==> src/rtl/mult_pkg.sv <==
// mult_pkg: shared widths, accumulator state encoding and saturation limits.
package mult_pkg;
    localparam int PROD_W_D = 9;
    localparam int ACC_W_D  = 10;
    localparam logic signed [ACC_W_D:0] SAT_MAX = {2'b00, {(ACC_W_D-1){1'b1}}};
    localparam logic signed [ACC_W_D:0] SAT_MIN = {2'b11, {(ACC_W_D-1){1'b0}}};
    typedef enum logic [1:0] {IDLE = 2'd0, ACCUM = 2'd1, HOLD = 2'd2} state_t;
endpackage

==> src/rtl/mult_dot_accum_if.sv <==
// mult_dot_accum_if: product/done bus from the multiplier to the accumulator.
interface mult_dot_accum_if #(parameter int PROD_W = 9);
    logic [PROD_W-1:0] Prod;
    logic              done;
    modport master(output Prod, done);
    modport slave(input Prod, done);
endinterface

==> src/rtl/rise_edge_det.sv <==
// rise_edge_det: one-cycle pulse on a rising input; delay register resets high so a level held through reset is ignored.
module rise_edge_det (
    input  logic clk,
    input  logic rst,
    input  logic in,
    output logic pulse
);
    logic q;
    always_ff @(posedge clk) q <= rst ? 1'b1 : in;
    assign pulse = in & ~q;
endmodule

==> src/rtl/mult_dot_accum.sv <==
// mult_dot_accum: accumulates N_TERMS signed products, one per done rising edge, into a saturating sum.
module mult_dot_accum
    import mult_pkg::*;
#(
    parameter int N_TERMS = 4,
    parameter int PROD_W  = PROD_W_D,
    parameter int ACC_W   = ACC_W_D,
    parameter int CNT_W   = 3
) (
    input  logic                    clk,
    input  logic                    rst,
    input  logic                    clr,
    mult_dot_accum_if.slave         bus,
    output logic signed [ACC_W-1:0] Sum,
    output logic [CNT_W-1:0]        term_cnt,
    output logic                    sum_valid,
    output logic                    ovf
);
    localparam logic signed [ACC_W:0] MAX = {2'b00, {(ACC_W-1){1'b1}}};
    localparam logic signed [ACC_W:0] MIN = {2'b11, {(ACC_W-1){1'b0}}};
    state_t state, state_n;
    logic accept, load, hit_hi, hit_lo, valid_n, ovf_n;
    logic signed [ACC_W:0] wide;
    logic signed [ACC_W-1:0] sum_n;
    logic [CNT_W-1:0] cnt_n;
    rise_edge_det u_edge (.clk(clk), .rst(rst), .in(bus.done), .pulse(accept));
    // clr or a non-ACCUM state loads the product as term 1 instead of adding
    assign load   = clr || state != ACCUM;
    assign wide   = (load ? '0 : {Sum[ACC_W-1], Sum}) + {{(ACC_W+1-PROD_W){bus.Prod[PROD_W-1]}}, bus.Prod};
    assign hit_hi = wide > MAX;
    assign hit_lo = wide < MIN;
    always_comb begin
        state_n = state;
        sum_n   = Sum;
        cnt_n   = term_cnt;
        valid_n = sum_valid;
        ovf_n   = ovf;
        if (clr) begin
            state_n = IDLE;
            sum_n   = '0;
            cnt_n   = '0;
            valid_n = 1'b0;
            ovf_n   = 1'b0;
        end
        if (accept) begin
            sum_n   = hit_hi ? MAX[ACC_W-1:0] : hit_lo ? MIN[ACC_W-1:0] : wide[ACC_W-1:0];
            cnt_n   = load ? CNT_W'(1) : term_cnt + CNT_W'(1);
            ovf_n   = (!load && ovf) || hit_hi || hit_lo;
            valid_n = cnt_n == CNT_W'(N_TERMS);
            state_n = valid_n ? HOLD : ACCUM;
        end
    end
    always_ff @(posedge clk) begin
        if (rst) begin
            state     <= IDLE;
            Sum       <= '0;
            term_cnt  <= '0;
            sum_valid <= 1'b0;
            ovf       <= 1'b0;
        end else begin
            state     <= state_n;
            Sum       <= sum_n;
            term_cnt  <= cnt_n;
            sum_valid <= valid_n;
            ovf       <= ovf_n;
        end
    end
endmodule
==> src/flat_wrapper.sv <==
// flat-port wrapper written by rule: the top's interface ports become plain ports
module mult_dot_accum_flat import mult_pkg::*;
#(
    parameter int N_TERMS = 4,
    parameter int PROD_W  = PROD_W_D,
    parameter int ACC_W   = ACC_W_D,
    parameter int CNT_W   = 3
)
  (clk, rst, clr, Sum, term_cnt, sum_valid, ovf, bus_Prod, bus_done);
  mult_dot_accum_if #(.PROD_W(PROD_W)) bus_i ();
  input  logic clk;
  input  logic rst;
  input  logic clr;
  output logic signed [ACC_W-1:0] Sum;
  output logic [CNT_W-1:0] term_cnt;
  output logic sum_valid;
  output logic ovf;
  input wire logic [$bits(bus_i.Prod)-1:0] bus_Prod;
  input wire logic [$bits(bus_i.done)-1:0] bus_done;
  assign bus_i.Prod = bus_Prod;
  assign bus_i.done = bus_done;
  mult_dot_accum #(.N_TERMS(N_TERMS), .PROD_W(PROD_W), .ACC_W(ACC_W), .CNT_W(CNT_W)) u_core (.clk(clk), .rst(rst), .clr(clr), .bus(bus_i), .Sum(Sum), .term_cnt(term_cnt), .sum_valid(sum_valid), .ovf(ovf));
endmodule
==> config.mk <==
export PLATFORM = sky130hd
export DESIGN_NAME = mult_dot_accum_flat
export DESIGN_NICKNAME = d
export VERILOG_FILES = /design/src/rtl/mult_pkg.sv /design/src/rtl/mult_dot_accum_if.sv /design/src/rtl/rise_edge_det.sv /design/src/rtl/mult_dot_accum.sv /design/src/flat_wrapper.sv
export SDC_FILE = /design/constraint.sdc
export NUM_CORES = 1
export LEC_CHECK = 0
export CAP_MARGIN = 30
export CELL_PAD_IN_SITES_DETAIL_PLACEMENT = 1
export CELL_PAD_IN_SITES_GLOBAL_PLACEMENT = 1
export CORE_UTILIZATION = 38
export CTS_BUF_LIST = sky130_fd_sc_hd__clkbuf_2 sky130_fd_sc_hd__clkbuf_4 sky130_fd_sc_hd__clkbuf_8
export DETAILED_ROUTE_END_ITERATION = 10
export MAX_ROUTING_LAYER = met4
export PLACE_DENSITY_LB_ADDON = 0.1
export REMOVE_ABC_BUFFERS = 1
export SYNTH_ARGS = -nofsm -noshare
export SYNTH_HDL_FRONTEND = slang
export SYNTH_SLANG_ARGS = --single-unit
==> constraint.sdc <==
create_clock -name clk -period 4 [get_ports clk]
set_input_delay 0.4 -clock clk [delete_from_list [all_inputs] [get_ports clk]]
set_output_delay 0.4 -clock clk [all_outputs]
set_load 0.005 [all_outputs]
==> flow_summary.json, run 1 <==
{
  "outcome": "complete, no violations",
  "stdcell_count": 251,
  "crit_chain": "clkdlybuf4s50_1 > nand2b_1 > nor2_1 > buf_4 > and2_1 > ha_1 > and3_1 > nand2_1 > a21o_1 > a31oi_1 > a32oi_1 > a21oi_1",
  "grt_pass1_wl_mm": 6.65,
  "tns_ns": 0,
  "place_area_um2": 1680,
  "rsz0062_at_grt": "no",
  "fillCellCount": 460,
  "drv_cap": 0,
  "arrival_ns": 3.57,
  "cts_resized": 0,
  "leakagePower_nw": 0.652,
  "placed_cells": 247,
  "design.core.area_um2": 3360,
  "cp_data_required_time_ns": 4.23,
  "path_delay_family": "compound AO/OA/AOI/OAI gates",
  "ys_seq_area_share_pct": 25.2,
  "hold_violations": 0,
  "fmax_mhz": 299,
  "cts_tree": "yes",
  "antenna_found_initial": 0,
  "start_kind": "primary input",
  "end_kind": "flop",
  "grt_max_degree": 18,
  "cts_sinks": 17,
  "crit_fanout": 8,
  "tightest_slew_ns": 0.935,
  "total_power_w": 0.000356,
  "stdcell_area_um2": 1710,
  "nets": 231,
  "overflow": 0,
  "clk_pin_slew_worst_paths_ns": 0.11,
  "hp-class": "flop to flop",
  "syn_to_final_growth_pct": 26.5,
  "ys_types": 37,
  "insertion_delay_ns": 0.30,
  "drive_gt1_share_pct": 4.39,
  "die_h_um": 61.6,
  "via_per_inst": 5.82,
  "synth_seq_cells": 17,
  "cts_root_buf": "clkbuf_4",
  "vdd_ir_drop_max_v": 0.000109,
  "fp.dieW_um": 61.6,
  "post_drt_wl_per_cell_um": 16.2,
  "io_buffers": 27,
  "io_pins": 28,
  "setup_violations": 0,
  "slowest_stage": "a31oi_1",
  "gp_congestion": 0.884,
  "hpwl_mm": 3.14,
  "drt_iter0_markers": 66,
  "cp_slowest_stage_delay_ns": 0.57,
  "syn_avg_cell_area_um2": 7.62,
  "grt.total_usage_pct": 24.8,
  "period_minus_slack_ns": 3.35,
  "n_antenna_cell": 0,
  "fin_skew_ns": 0.00240,
  "vias": 1462,
  "finalCritPeriodShare_pct": 83.7,
  "wl_mm": 4.07,
  "clockBufferDepth": 2,
  "postCtsSetupBuffers": 0,
  "worst-path-buf-inv": 2,
  "rows": 21,
  "ys_warn_count": 0,
  "ctsHoldBuffers": 0,
  "powerDensity_nw_per_um2": 209,
  "slew-limit-headroom_pct": 37.4,
  "drv_slew": 0,
  "cts_made_buffers": 3,
  "die_area_um2": 3790,
  "firstDrtPassIters": 4,
  "final_cell_mix": "27 x clkdlybuf4s50_1, 24 x a21oi_1, 17 x dfxtp_1",
  "crit_type": "primary input to flop",
  "cts_max_level": 1,
  "syn_inst": 177,
  "syn_area_um2": 1350,
  "final_antenna_net_count": 0,
  "final_common_cell": "clkdlybuf4s50_1",
  "initial_core_util_pct": 40.1,
  "grt_pass1_vias": 1451,
  "route.detailed.drc": 0
}
-- final cells by class --
| class | instances | area (um^2) | area share, % |
|---|---|---|---|
| well taps | 46 | 57.6 | 3.37 |
| flip-flops and latches | 17 | 340 | 19.9 |
| clock buffers | 4 | 30.0 | 1.76 |
| multi-input cells | 146 | 956 | 56.0 |
| inverters | 8 | 30.0 | 1.76 |
| repair buffers | 30 | 293 | 17.2 |
-- power breakdown --
| group | internal [W] | total [W] | switching (W) | leakage [nW] |
|---|---|---|---|---|
| Combinational | 0.0000354 | 0.0000722 | 0.0000368 | 0.496 |
| Clock | 0.0000457 | 0.000106 | 0.0000603 | 0.0184 |
| Sequential | 0.000174 | 0.000178 | 0.00000379 | 0.138 |
-- metrics by stage --
step	setup slack, ns	hold WS [ns]	util [%]
6_report	0.652	0.527	50.7
5_1_grt	0.328	0.558	50.7
4_1_cts	0.659	0.535	50.7
3_5_place_dp	0.329	0.514	49.9
3_3_place_gp	0.584	0.505	49.9
2_1_floorplan	1.11	0.469	-
-- tightest hold or removal path, cell delays in order, from the launching register on --
cell and delay [ns]:
dfxtp_1 0.35, o21ai_0 0.08, a21oi_1 0.06
-- final timing paths --
kind	end	cells past startpoint	start	slack [ns]
worst max register to register	u_core.Sum[3]	11	u_core.state[0]	0.95
worst max-delay path	u_core.Sum[3]	12	clr	0.65
worst min register to register	u_core.term_cnt[2]	2	u_core.term_cnt[2]	0.53
worst min-delay path	u_core.term_cnt[2]	2	u_core.term_cnt[2]	0.53
-- routing by layer --
metal | wire (um) | GRT usage, % | up-vias
met5 | 0 | - | -
met4 | 49 | 9.21 | 0
met3 | 168 | 2.73 | 4
met2 | 1930 | 39.5 | 37
met1 | 1920 | 32.1 | 703
li1 | - | - | 718
-- cell families (layout without fill, tap and decap cells) --
logic type,Yosys count,in the layout,synth area share (%)
flip-flops,17,17,25.2
AO/OA/AOI/OAI,64,64,31.2
XOR/XNOR,5,5,3.25
AND/OR/NAND/NOR,65,65,24.8
buffers and inverters,14,42,3.90
adder cells (fa/ha/maj),12,12,11.7
-- synth_stat cells (all sizes together) --
master   number  area [um^2]
a32oi         9         78.8
ha           11          138
and2         10         62.6
a21oi        24          120
o21ai         8         40.0
a31oi         3         18.8
a311oi        1         8.76
nor4          2         12.5
o211ai        4         35.0
o311ai        1         8.76
nand2b        5         31.3
a211oi        3         22.5
and3          4         25.0
or2           2         12.5
nand3         4         20.0
a221oi        1         8.76
clkbuf        6         22.5
a21boi        1         7.51
a22oi         3         22.5
a2111oi       1         10.0
nand4b        1         8.76
a21o          2         15.0
fa            1         20.0
o31a          1         8.76
nor2         16         60.1
o21a          2         15.0
nand4         2         12.5
nor2b         4         25.0
inv           8         30.0
dfxtp        17          340
xnor2         5         43.8
nor3b         1         7.51
nor3          3         15.0
nand2        11         41.3
-- registers in the layout, summed over array words and instances (netlist names) --
name	flops
u_core.term_cnt	3
u_core.ovf	1
u_core.u_edge.q	1
u_core.state	2
u_core.Sum	10
Power figures use the tool's default switching activity.
==> inputs of run 2 (changes only) <==
==> constraint.sdc (replaced) <==
create_clock -name clk -period 3.2 [get_ports clk]
set_input_delay 0.32 -clock clk [delete_from_list [all_inputs] [get_ports clk]]
set_output_delay 0.32 -clock clk [all_outputs]
set_load 0.005 [all_outputs]
==> flow_summary.json, run 2 (same netlist as run 1, synthesis figures left out) <==
{
  "outcome": "complete, no violations",
  "insertion_delay_ns": 0.30,
  "io_pins": 28,
  "final_antenna_net_count": 0,
  "syn_to_final_growth_pct": 31.1,
  "multi_input_area_um2": 960,
  "wl_mm": 4.06,
  "nets": 239,
  "grt_max_degree": 18,
  "cts_root_buf": "clkbuf_4",
  "setup_violations": 0,
  "stdcell_area_um2": 1770,
  "cts_sinks": 17,
  "drive_gt1_share_pct": 8.45,
  "place_area_um2": 1740,
  "hp-class": "flop to flop",
  "die_area_um2": 3790,
  "drv_cap": 0,
  "fp.dieW_um": 61.6,
  "powerDensity_nw_per_um2": 247,
  "slew-limit-headroom_pct": 53.2,
  "die_h_um": 61.6,
  "period_minus_slack_ns": 2.89,
  "design.core.area_um2": 3360,
  "setup_slack_ns": 0.315,
  "crit_start": "clr",
  "overflow": 0,
  "ctsHoldBuffers": 0,
  "post_drt_wl_per_cell_um": 15.7,
  "reg.largest.list": "u_core.Sum: 10 flops, u_core.term_cnt: 3 flops, u_core.state: 2 flops",
  "leakagePower_nw": 0.691,
  "gp_congestion": 0.875,
  "drt_iter0_markers": 61,
  "cts_made_buffers": 3,
  "final_common_cell": "clkdlybuf4s50_1",
  "firstDrtPassIters": 4,
  "place_ws_ns": -0.0864,
  "io_buffers": 27,
  "crit_chain": "clkdlybuf4s50_1 > nand2b_1 > nor2_1 > and2_1 > ha_1 > inv_1 > fa_1 > nand2b_1 > a21oi_2 > o21ai_1 > nand2_1 > a32oi_1 > a311oi_1",
  "path_common_cell": "nand2b_1",
  "fin_hold_ws_ns": 0.530,
  "clockBufferDepth": 2,
  "fillCellCount": 438,
  "fmax_mhz": 347,
  "drv_slew": 0,
  "top_register": "u_core.Sum",
  "regToRegStartpoint": "u_core.state[0]",
  "grt.total_usage_pct": 24.9,
  "cts_tree": "yes",
  "final_cell_mix": "27 x clkdlybuf4s50_1, 23 x a21oi_1, 17 x dfxtp_1",
  "placed_cells": 255,
  "initial_core_util_pct": 40.1,
  "path_delay_family": "simple AND/OR/NAND/NOR gates",
  "hpwl_mm": 3.21,
  "grt_pass1_wl_mm": 6.74,
  "vias": 1490,
  "rsz0062_at_grt": "no",
  "cp_slowest_stage_delay_ns": 0.41,
  "rows": 21,
  "antenna_found_initial": 0,
  "regArea_um2": 340,
  "via_per_inst": 5.75,
  "worst-path-buf-inv": 2,
  "stdcell_count": 259,
  "crit_fanout": 5,
  "postCtsSetupBuffers": 0,
  "arrival_ns": 3.08,
  "vdd_ir_drop_max_v": 0.000166,
  "cts_max_level": 1,
  "min_from": "u_core.term_cnt[2]",
  "hold_violations": 0,
  "tightest_slew_ns": 0.700,
  "cp_data_required_time_ns": 3.40,
  "finalCritPeriodShare_pct": 90.2,
  "crit_type": "primary input to flop",
  "fin_skew_ns": 0.00643,
  "start_kind": "primary input",
  "slowest_stage": "clkdlybuf4s50_1",
  "grt_pass1_vias": 1549,
  "clk_pin_slew_worst_paths_ns": 0.11,
  "n_antenna_cell": 0,
  "route.detailed.drc": 0,
  "largest_register_ff_count": 10,
  "end_kind": "flop"
}
-- run 2: metal layers --
layer  wire, um  vias up  track usage (%)  share of wire, %
li1           -      744                -                 -
met1       1840      708             30.7                45
met2       2050       32             41.9                50
met3        122        6             3.15               3.0
met4         45        0             7.94               1.1
met5          0        -                -                 0
-- run 2: layout make-up --
class | instances | area share, %
well taps | 46 | 3.26
clock inverters | 1 | 0.283
inverters | 8 | 1.70
repair buffers | 38 | 20.0
flip-flops and latches | 17 | 19.2
multi-input cells | 146 | 54.3
clock buffers | 3 | 1.27
-- run 2: power by group --
part | leakage (nW) | internal [W] | switching, W
registers | 0.138 | 0.000218 | 0.00000443
logic | 0.535 | 0.0000469 | 0.0000461
clock network | 0.0177 | 0.0000465 | 0.0000749
total | 0.691 | 0.000311 | 0.000125
-- run 2: path summary, 6_finish.rpt --
| check | endpoint | slack (ns) | cells past startpoint |
|---|---|---|---|
| setup / recovery | u_core.Sum[1] | 0.31 | 13 |
| hold / removal | u_core.term_cnt[2] | 0.53 | 2 |
| setup reg to reg | u_core.Sum[1] | 0.52 | 12 |
| hold reg to reg | u_core.term_cnt[2] | 0.53 | 2 |
-- run 2: repair_timing --
action                     4_1_cts  5_1_grt
setup endpoints to repair        0        5
gates resized for setup          0        1
hold endpoints to repair         0        0
-- run 2: worst register-to-register path: stages, from the launching register on --
cell,delay (ns)
dfxtp_1,0.33
nand2b_1,0.08
nor2_1,0.16
and2_1,0.15
ha_1,0.17
inv_1,0.06
fa_1,0.40
nand2b_1,0.20
a21oi_2,0.21
o21ai_1,0.18
nand2_1,0.20
a32oi_1,0.14
a311oi_1,0.30
-- run 2: stage by stage --
stage / power, W / utilization, % / TNS, ns
floorplan: 0.000272 / - / 0
global placement: 0.000316 / 51.6 / -0.00173
detailed placement: 0.000320 / 51.6 / -0.551
CTS: 0.000442 / 52.5 / 0
global route: 0.000464 / 52.6 / 0
finish: 0.000437 / 52.6 / 0
